`src/rtl/gf_alu_if.sv`:
```
// Request/response bundle for the GF(p) arithmetic unit.
// The controller drives the master side and the ALU drives the slave side.
interface gf_alu_if #(
  parameter int WIDTH = 32
);
  logic             i_valid;
  logic             o_ready;
  logic [1:0]       i_op;
  logic [WIDTH-1:0] i_a;
  logic [WIDTH-1:0] i_b;
  logic [WIDTH-1:0] i_prime;
  logic             o_valid;
  logic [WIDTH-1:0] o_result;
  logic             o_err;

  modport master (
    output i_valid, i_op, i_a, i_b, i_prime,
    input  o_ready, o_valid, o_result, o_err
  );

  modport slave (
    input  i_valid, i_op, i_a, i_b, i_prime,
    output o_ready, o_valid, o_result, o_err
  );
endinterface

```
`src/rtl/gf_alu.sv`:
```
// GF(p) add/sub/mult/div unit: bit-serial interleaved multiply, binary-inversion divide.
// Optional GF_ALU_RANGE_CHECK_EN rejects operands >= p at accept with o_err.
module gf_alu #(
  parameter int WIDTH = 32
) (
  input  logic     i_clk,
  input  logic     i_rst_n,
  gf_alu_if.slave  bus
);
  localparam int CW = $clog2(2 * WIDTH + 1);
  localparam logic [CW-1:0] MUL_LAST = CW'(WIDTH - 1);
  localparam logic [CW-1:0] DIV_LAST = CW'(2 * WIDTH - 1);

  typedef enum logic [2:0] {IDLE, ADDSUB, MUL, DIV, DONE} state_t;

  state_t           state;
  logic [1:0]       op_q;
  logic [WIDTH-1:0] a_q, b_q, p_q;
  logic [WIDTH+1:0] acc;
  logic [WIDTH-1:0] u, v, x1, x2;
  logic [CW-1:0]    cnt;
  logic             range_err_q;
  logic             ready_q, valid_q, err_q;
  logic [WIDTH-1:0] result_q;

  logic             range_bad;
  logic [WIDTH:0]   sum;
  logic [WIDTH-1:0] add_res, sub_res;
  logic [WIDTH+1:0] p_ext, mul_dbl, mul_r1, mul_r2;
  logic [WIDTH-1:0] nu, nv, nx1, nx2;
  logic             done, done_err;
  logic [WIDTH-1:0] done_res;

`ifdef GF_ALU_RANGE_CHECK_EN
  assign range_bad = (bus.i_a >= bus.i_prime) || (bus.i_b >= bus.i_prime);
`else
  assign range_bad = 1'b0;
`endif

  function automatic logic [WIDTH-1:0] half(input logic [WIDTH-1:0] x, input logic [WIDTH-1:0] p);
    logic [WIDTH:0] s;
    s = x[0] ? ({1'b0, x} + {1'b0, p}) : {1'b0, x};
    return WIDTH'(s >> 1);
  endfunction

  function automatic logic [WIDTH-1:0] submod(input logic [WIDTH-1:0] x, input logic [WIDTH-1:0] y,
                                              input logic [WIDTH-1:0] p);
    return (x >= y) ? (x - y) : WIDTH'({1'b0, x} + {1'b0, p} - {1'b0, y});
  endfunction

  always_comb begin
    sum     = {1'b0, a_q} + {1'b0, b_q};
    add_res = (sum >= {1'b0, p_q}) ? WIDTH'(sum - {1'b0, p_q}) : sum[WIDTH-1:0];
    sub_res = submod(a_q, b_q, p_q);

    // One MSB-first multiply step; acc < p keeps 2*acc + b below 3p.
    p_ext   = {2'b00, p_q};
    mul_dbl = (acc << 1) + (a_q[WIDTH-1] ? {2'b00, b_q} : '0);
    mul_r1  = (mul_dbl >= p_ext) ? (mul_dbl - p_ext) : mul_dbl;
    mul_r2  = (mul_r1 >= p_ext) ? (mul_r1 - p_ext) : mul_r1;

    nu  = u;
    nv  = v;
    nx1 = x1;
    nx2 = x2;
    if (!u[0]) begin
      nu  = u >> 1;
      nx1 = half(x1, p_q);
    end else if (!v[0]) begin
      nv  = v >> 1;
      nx2 = half(x2, p_q);
    end else if (u >= v) begin
      nu  = u - v;
      nx1 = submod(x1, x2, p_q);
    end else begin
      nv  = v - u;
      nx2 = submod(x2, x1, p_q);
    end
  end

  // Completion decision per state; u == 0 covers b = 0 and degenerate moduli.
  always_comb begin
    done     = 1'b0;
    done_err = 1'b0;
    done_res = '0;
    case (state)
      ADDSUB: begin
        done = 1'b1;
        if (range_err_q) done_err = 1'b1;
        else done_res = (op_q == 2'd1) ? sub_res : add_res;
      end
      MUL: begin
        done     = (cnt == MUL_LAST);
        done_res = mul_r2[WIDTH-1:0];
      end
      DIV: begin
        if (u == '0) begin
          done     = 1'b1;
          done_err = 1'b1;
        end else if (u == WIDTH'(1)) begin
          done     = 1'b1;
          done_res = x1;
        end else if (v == WIDTH'(1)) begin
          done     = 1'b1;
          done_res = x2;
        end else if (nu == WIDTH'(1)) begin
          done     = 1'b1;
          done_res = nx1;
        end else if (nv == WIDTH'(1)) begin
          done     = 1'b1;
          done_res = nx2;
        end else if (cnt == DIV_LAST) begin
          done     = 1'b1;
          done_res = nx1;
        end
      end
      default: ;
    endcase
  end

  always_ff @(posedge i_clk or negedge i_rst_n) begin
    if (!i_rst_n) begin
      state       <= IDLE;
      op_q        <= '0;
      a_q         <= '0;
      b_q         <= '0;
      p_q         <= '0;
      acc         <= '0;
      u           <= '0;
      v           <= '0;
      x1          <= '0;
      x2          <= '0;
      cnt         <= '0;
      range_err_q <= 1'b0;
      ready_q     <= 1'b1;
      valid_q     <= 1'b0;
      err_q       <= 1'b0;
      result_q    <= '0;
    end else begin
      valid_q <= 1'b0;
      case (state)
        IDLE, DONE: begin
          ready_q <= 1'b1;
          state   <= IDLE;
          if (bus.i_valid) begin
            op_q        <= bus.i_op;
            a_q         <= bus.i_a;
            b_q         <= bus.i_b;
            p_q         <= bus.i_prime;
            acc         <= '0;
            cnt         <= '0;
            u           <= bus.i_b;
            v           <= bus.i_prime;
            x1          <= bus.i_a;
            x2          <= '0;
            range_err_q <= range_bad;
            ready_q     <= 1'b0;
            if (range_bad) state <= ADDSUB;
            else begin
              case (bus.i_op)
                2'd2:    state <= MUL;
                2'd3:    state <= DIV;
                default: state <= ADDSUB;
              endcase
            end
          end
        end
        MUL: begin
          acc <= mul_r2;
          a_q <= a_q << 1;
          cnt <= cnt + 1'b1;
        end
        DIV: begin
          if (!done) begin
            u   <= nu;
            v   <= nv;
            x1  <= nx1;
            x2  <= nx2;
            cnt <= cnt + 1'b1;
          end
        end
        default: ;
      endcase
      if (done) begin
        result_q <= done_res;
        err_q    <= done_err;
        valid_q  <= 1'b1;
        ready_q  <= 1'b1;
        state    <= DONE;
      end
    end
  end

  assign bus.o_ready  = ready_q;
  assign bus.o_valid  = valid_q;
  assign bus.o_result = result_q;
  assign bus.o_err    = err_q;
endmodule

```
`src/flat_wrapper.sv`:
```
// flat-port wrapper written by rule: the top's interface ports become plain ports
module gf_alu_flat 
#(
  parameter int WIDTH = 32
)
  (i_clk, i_rst_n, bus_i_valid, bus_i_op, bus_i_a, bus_i_b, bus_i_prime, bus_o_ready, bus_o_valid, bus_o_result, bus_o_err);
  gf_alu_if #(.WIDTH(WIDTH)) bus_i ();
  input  logic i_clk;
  input  logic i_rst_n;
  input wire logic [$bits(bus_i.i_valid)-1:0] bus_i_valid;
  input wire logic [$bits(bus_i.i_op)-1:0] bus_i_op;
  input wire logic [$bits(bus_i.i_a)-1:0] bus_i_a;
  input wire logic [$bits(bus_i.i_b)-1:0] bus_i_b;
  input wire logic [$bits(bus_i.i_prime)-1:0] bus_i_prime;
  output wire logic [$bits(bus_i.o_ready)-1:0] bus_o_ready;
  output wire logic [$bits(bus_i.o_valid)-1:0] bus_o_valid;
  output wire logic [$bits(bus_i.o_result)-1:0] bus_o_result;
  output wire logic [$bits(bus_i.o_err)-1:0] bus_o_err;
  assign bus_i.i_valid = bus_i_valid;
  assign bus_i.i_op = bus_i_op;
  assign bus_i.i_a = bus_i_a;
  assign bus_i.i_b = bus_i_b;
  assign bus_i.i_prime = bus_i_prime;
  assign bus_o_ready = bus_i.o_ready;
  assign bus_o_valid = bus_i.o_valid;
  assign bus_o_result = bus_i.o_result;
  assign bus_o_err = bus_i.o_err;
  gf_alu #(.WIDTH(WIDTH)) u_core (.i_clk(i_clk), .i_rst_n(i_rst_n), .bus(bus_i));
endmodule
```
`config.mk`:
```
export PLATFORM = sky130hd
export DESIGN_NAME = gf_alu_flat
export DESIGN_NICKNAME = d
export VERILOG_FILES = /design/src/rtl/gf_alu_if.sv /design/src/rtl/gf_alu.sv /design/src/flat_wrapper.sv
export SDC_FILE = /design/constraint.sdc
export NUM_CORES = 2
export LEC_CHECK = 0
export BUFFER_PORTS_ARGS = -buffer_cell sky130_fd_sc_hd__clkbuf_2
export CAP_MARGIN = 20
export CELL_PAD_IN_SITES_DETAIL_PLACEMENT = 1
export CELL_PAD_IN_SITES_GLOBAL_PLACEMENT = 1
export CORE_ASPECT_RATIO = 0.9
export CORE_MARGIN = 2
export CORE_UTILIZATION = 49
export DETAILED_ROUTE_END_ITERATION = 7
export PLACE_DENSITY = 0.9
export SYNTH_ARGS = -nofsm -noshare
export SYNTH_HDL_FRONTEND = slang
export SYNTH_SLANG_ARGS = --single-unit
```
`constraint.sdc`:
```
create_clock -name i_clk -period 11.4 [get_ports i_clk]
set_clock_uncertainty 0.1 [all_clocks]
set_input_delay 0.57 -clock i_clk [delete_from_list [all_inputs] [get_ports i_clk]]
set_output_delay 0.57 -clock i_clk [all_outputs]
set_load 0.05 [all_outputs]
```
==> results.json <==
{
  "syn_area_sq_um": 44290,
  "place_hpwl_mm": 196.6,
  "synthTopCellsByCount": "nand2_1, a21oi_1, nor2_1",
  "grt_pass1_wl_mm": 354.5,
  "routed_wl_mm": 248.7,
  "fin_crit_ns": 10.78,
  "slowest_stage": "nand2_1",
  "initial_core_util_pct": 49.48,
  "io_pins": 136,
  "status": "completed",
  "drt-vias-per-instance": 7.273,
  "routedWlPerCell_um": 34.47,
  "syn2layout_area_growth_pct": 7.774,
  "num_vias": 52485,
  "period_share_pct": 94.53,
  "cts_tree": "yes",
  "worstSetupPathType": "register to register",
  "die_h_um": 289.2,
  "synth.distinct_cells": 103,
  "layout.cells.non_filler": 7216,
  "worst_pin_slew_ns": 1.435,
  "yosys.cell_count.top_type": "nand2_1",
  "path_clk_slew_ns": 0.06,
  "die_area_sq_um": 92820,
  "clock_path_buffers": 3,
  "crit_top_cell": "buf_4",
  "tns_ns": 0,
  "syn_inst": 6011,
  "synth_top_area_cell": "dfrtp_1",
  "root_buffer": "clkbuf_16",
  "clock_latency_ns": 0.64,
  "cp-start-kind": "register",
  "whs_endpoint": "u_core.op_q[0]$_DFFE_PN0P_",
  "worstReg2RegStart": "u_core.a_q[31]$_DFFE_PN0P_",
  "fin_nets": 6617,
  "critPathRequiredTime_ns": 11.81,
  "slew_violations": 0,
  "ys_async_sr_fraction_pct": 100.0,
  "setup_viol": 0,
  "reg2reg_depth": 41,
  "hp-class": "input port to register",
  "clock.fmax_mhz": 92.80,
  "synth_top_area_share_pct": 17.12,
  "cp_max_fo": 30,
  "ys.flop_type": "dfrtp_1",
  "worstReg2RegEnd": "u_core.bus.o_result[14]$_DFFE_PN0P_",
  "htree_levels": 2,
  "worstHoldStart": "bus_i_op[0]",
  "ys_warn_count": 0,
  "gp_congestion": 1.087,
  "grt_pass1_vias": 50211,
  "synth_enable_flop_cells": 0,
  "track_usage_pct": 51.95,
  "maxCapViolations": 0,
  "grt_max_degree": 104,
  "dp.cells": 7111,
  "hold_viol": 0,
  "antenna_found_initial": 29,
  "r2r_setup_slack_ns": 0.62,
  "rsz0062_at_grt": "false",
  "core_area_sq_um": 89530,
  "num_rows": 104,
  "cts-buffers-inserted": 42,
  "ant_nets": 0,
  "slew_headroom_pct": 4.301,
  "post_synth.cell_area_avg_sq_um": 7.369,
  "io_buffers": 135,
  "ys_ff_latch": 304,
  "drtIter0Drc": 7149,
  "cp.arrival_ns": 11.19,
  "overflow": 0,
  "critPathBufInv": 8,
  "cpPeakStageDelay_ns": 0.59,
  "syn_nets": 6633,
  "seq_area_frac_synth_pct": 17.18,
  "worst_path_dominant_cell_family": "compound AO/OA/AOI/OAI gates",
  "cts_num_sinks": 304,
  "whs_path_depth": 3,
  "synthTopCellsByArea": "dfrtp_1, ha_1, a21oi_1, xnor2_1, o21ai_0",
  "drive_above_1_share_pct": 7.187,
  "crit_path_end_kind": "register",
  "drtPass1Iterations": 8,
  "drc": 0,
  "die_w_um": 320.9
}
## worst register-to-register path, delay by kind of cell, from the launching register on
family	cells	cell delay, ns
AO/OA/AOI/OAI	18	4.46
AND/OR/NAND/NOR	10	2.40
buffers and inverters	8	1.72
adder cells (fa/ha/maj)	4	1.34
flip-flops	1	0.37
multiplexers	1	0.28
## area by class of cell
| class | instances | area (sq um) |
|---|---|---|
| fill | 11336 | 41790 |
| multi-input combinational | 5000 | 34120 |
| sequential | 304 | 7611 |
| inverter | 417 | 1565 |
| tap | 1166 | 1459 |
| timing repair buffer | 230 | 1446 |
| clock buffer | 50 | 1142 |
| clock inverter | 24 | 332.8 |
| antenna | 25 | 62.56 |
## timing repair
| item | CTS | global route |
|---|---|---|
| hold buffers | 1 | 0 |
| endpoints found under the hold margin | 38 | 0 |
| buffers inserted | 0 | 0 |
| gates resized for setup | 0 | 1 |
| endpoints found under the setup margin | 0 | 2 |
## sequential cells by signal (all words and copies together) (netlist names)
register             cells
u_core.acc              33
u_core.a_q              32
u_core.b_q              32
u_core.bus.o_result     32
u_core.p_q              32
u_core.u                32
u_core.v                32
u_core.x1               32
u_core.x2               32
u_core.cnt               7
u_core.state             3
u_core.op_q              2
u_core.bus.o_err         1
u_core.bus.o_ready       1
u_core.bus.o_valid       1
## kinds of logic (layout without fill, tap and decap cells)
family	after synthesis	after routing	synth area share, %
AOI/OAI and AO/OA	2229	2229	32.88
xor gates and xnor gates	387	387	7.683
adders and majority gates	521	521	15.48
buffers and inverters	707	721	6.186
DFF	304	304	17.18
muxes	90	90	2.116
other	0	25	0
and+or+nand+nor	1773	1773	18.48
## metrics by stage
| stage | area (sq um) | utilization, % | setup WS, ns | hold WS [ns] |
|---|---|---|---|---|
| 6_report | 47740 | 53.32 | 0.6238 | 0.09097 |
| 5_1_grt | 47680 | 53.25 | 0.1506 | 0.1052 |
| 4_1_cts | 47610 | 53.18 | 0.7379 | 0.08136 |
| 3_5_place_dp | 46120 | 51.52 | 0.8216 | 0.3828 |
| 3_3_place_gp | 46120 | 51.52 | 1.025 | 0.3697 |
| 2_1_floorplan | 44290 | - | 2.161 | 0.1744 |
## per-layer routing
layer  up-vias  part of all wire, %  track usage [%]  wire, um
met1     25780                   38            66.69     95600
met5         -                0.093           0.1010       232
met2      3813                   39            72.06     97130
met3       913                   15            20.94     37160
li1      21943                    -                -         -
met4        36                  7.5            32.69     18600
## layout by cell type, fill, tap and decap left out, drive strengths merged, types with 30 or more instances in the layout
cell type,instances
o22ai,59
a22o,30
nand4,60
inv,417
o31ai,41
mux2i,61
a21o,188
dfrtp,303
buf,93
nand2,572
o21ai,480
ha,476
o221ai,36
nor3,111
and3,33
a21oi,571
o21a,78
o211ai,81
nor2,533
or3,44
clkbuf,186
xor2,100
o21bai,71
nand3,124
a211o,33
a211oi,133
a31oi,121
a221oi,33
and2,64
nand2b,67
nor4,35
fa,45
xnor2,286
nor2b,44
## worst max path at each step
| stage | slack [ns] | from | cells after the start | endpoint |
|---|---|---|---|---|
| after CTS | 0.74 | u_core.a_q[31]$_DFFE_PN0P_ | 42 | u_core.bus.o_result[14]$_DFFE_PN0P_ |
| after global routing | 0.15 | u_core.a_q[31]$_DFFE_PN0P_ | 42 | u_core.bus.o_result[14]$_DFFE_PN0P_ |
| final | 0.62 | u_core.a_q[31]$_DFFE_PN0P_ | 41 | u_core.bus.o_result[14]$_DFFE_PN0P_ |
| after detailed placement | 0.82 | u_core.a_q[31]$_DFFE_PN0P_ | 42 | u_core.bus.o_result[14]$_DFFE_PN0P_ |
| after floorplan | 2.16 | u_core.a_q[31]$_DFFE_PN0P_ | 38 | u_core.bus.o_result[14]$_DFFE_PN0P_ |
| after global placement | 1.03 | u_core.a_q[31]$_DFFE_PN0P_ | 42 | u_core.bus.o_result[14]$_DFFE_PN0P_ |
Power is left out: the tool's default activity adds up to more than one toggle a clock period on the data nets, which glitch-free logic cannot reach.
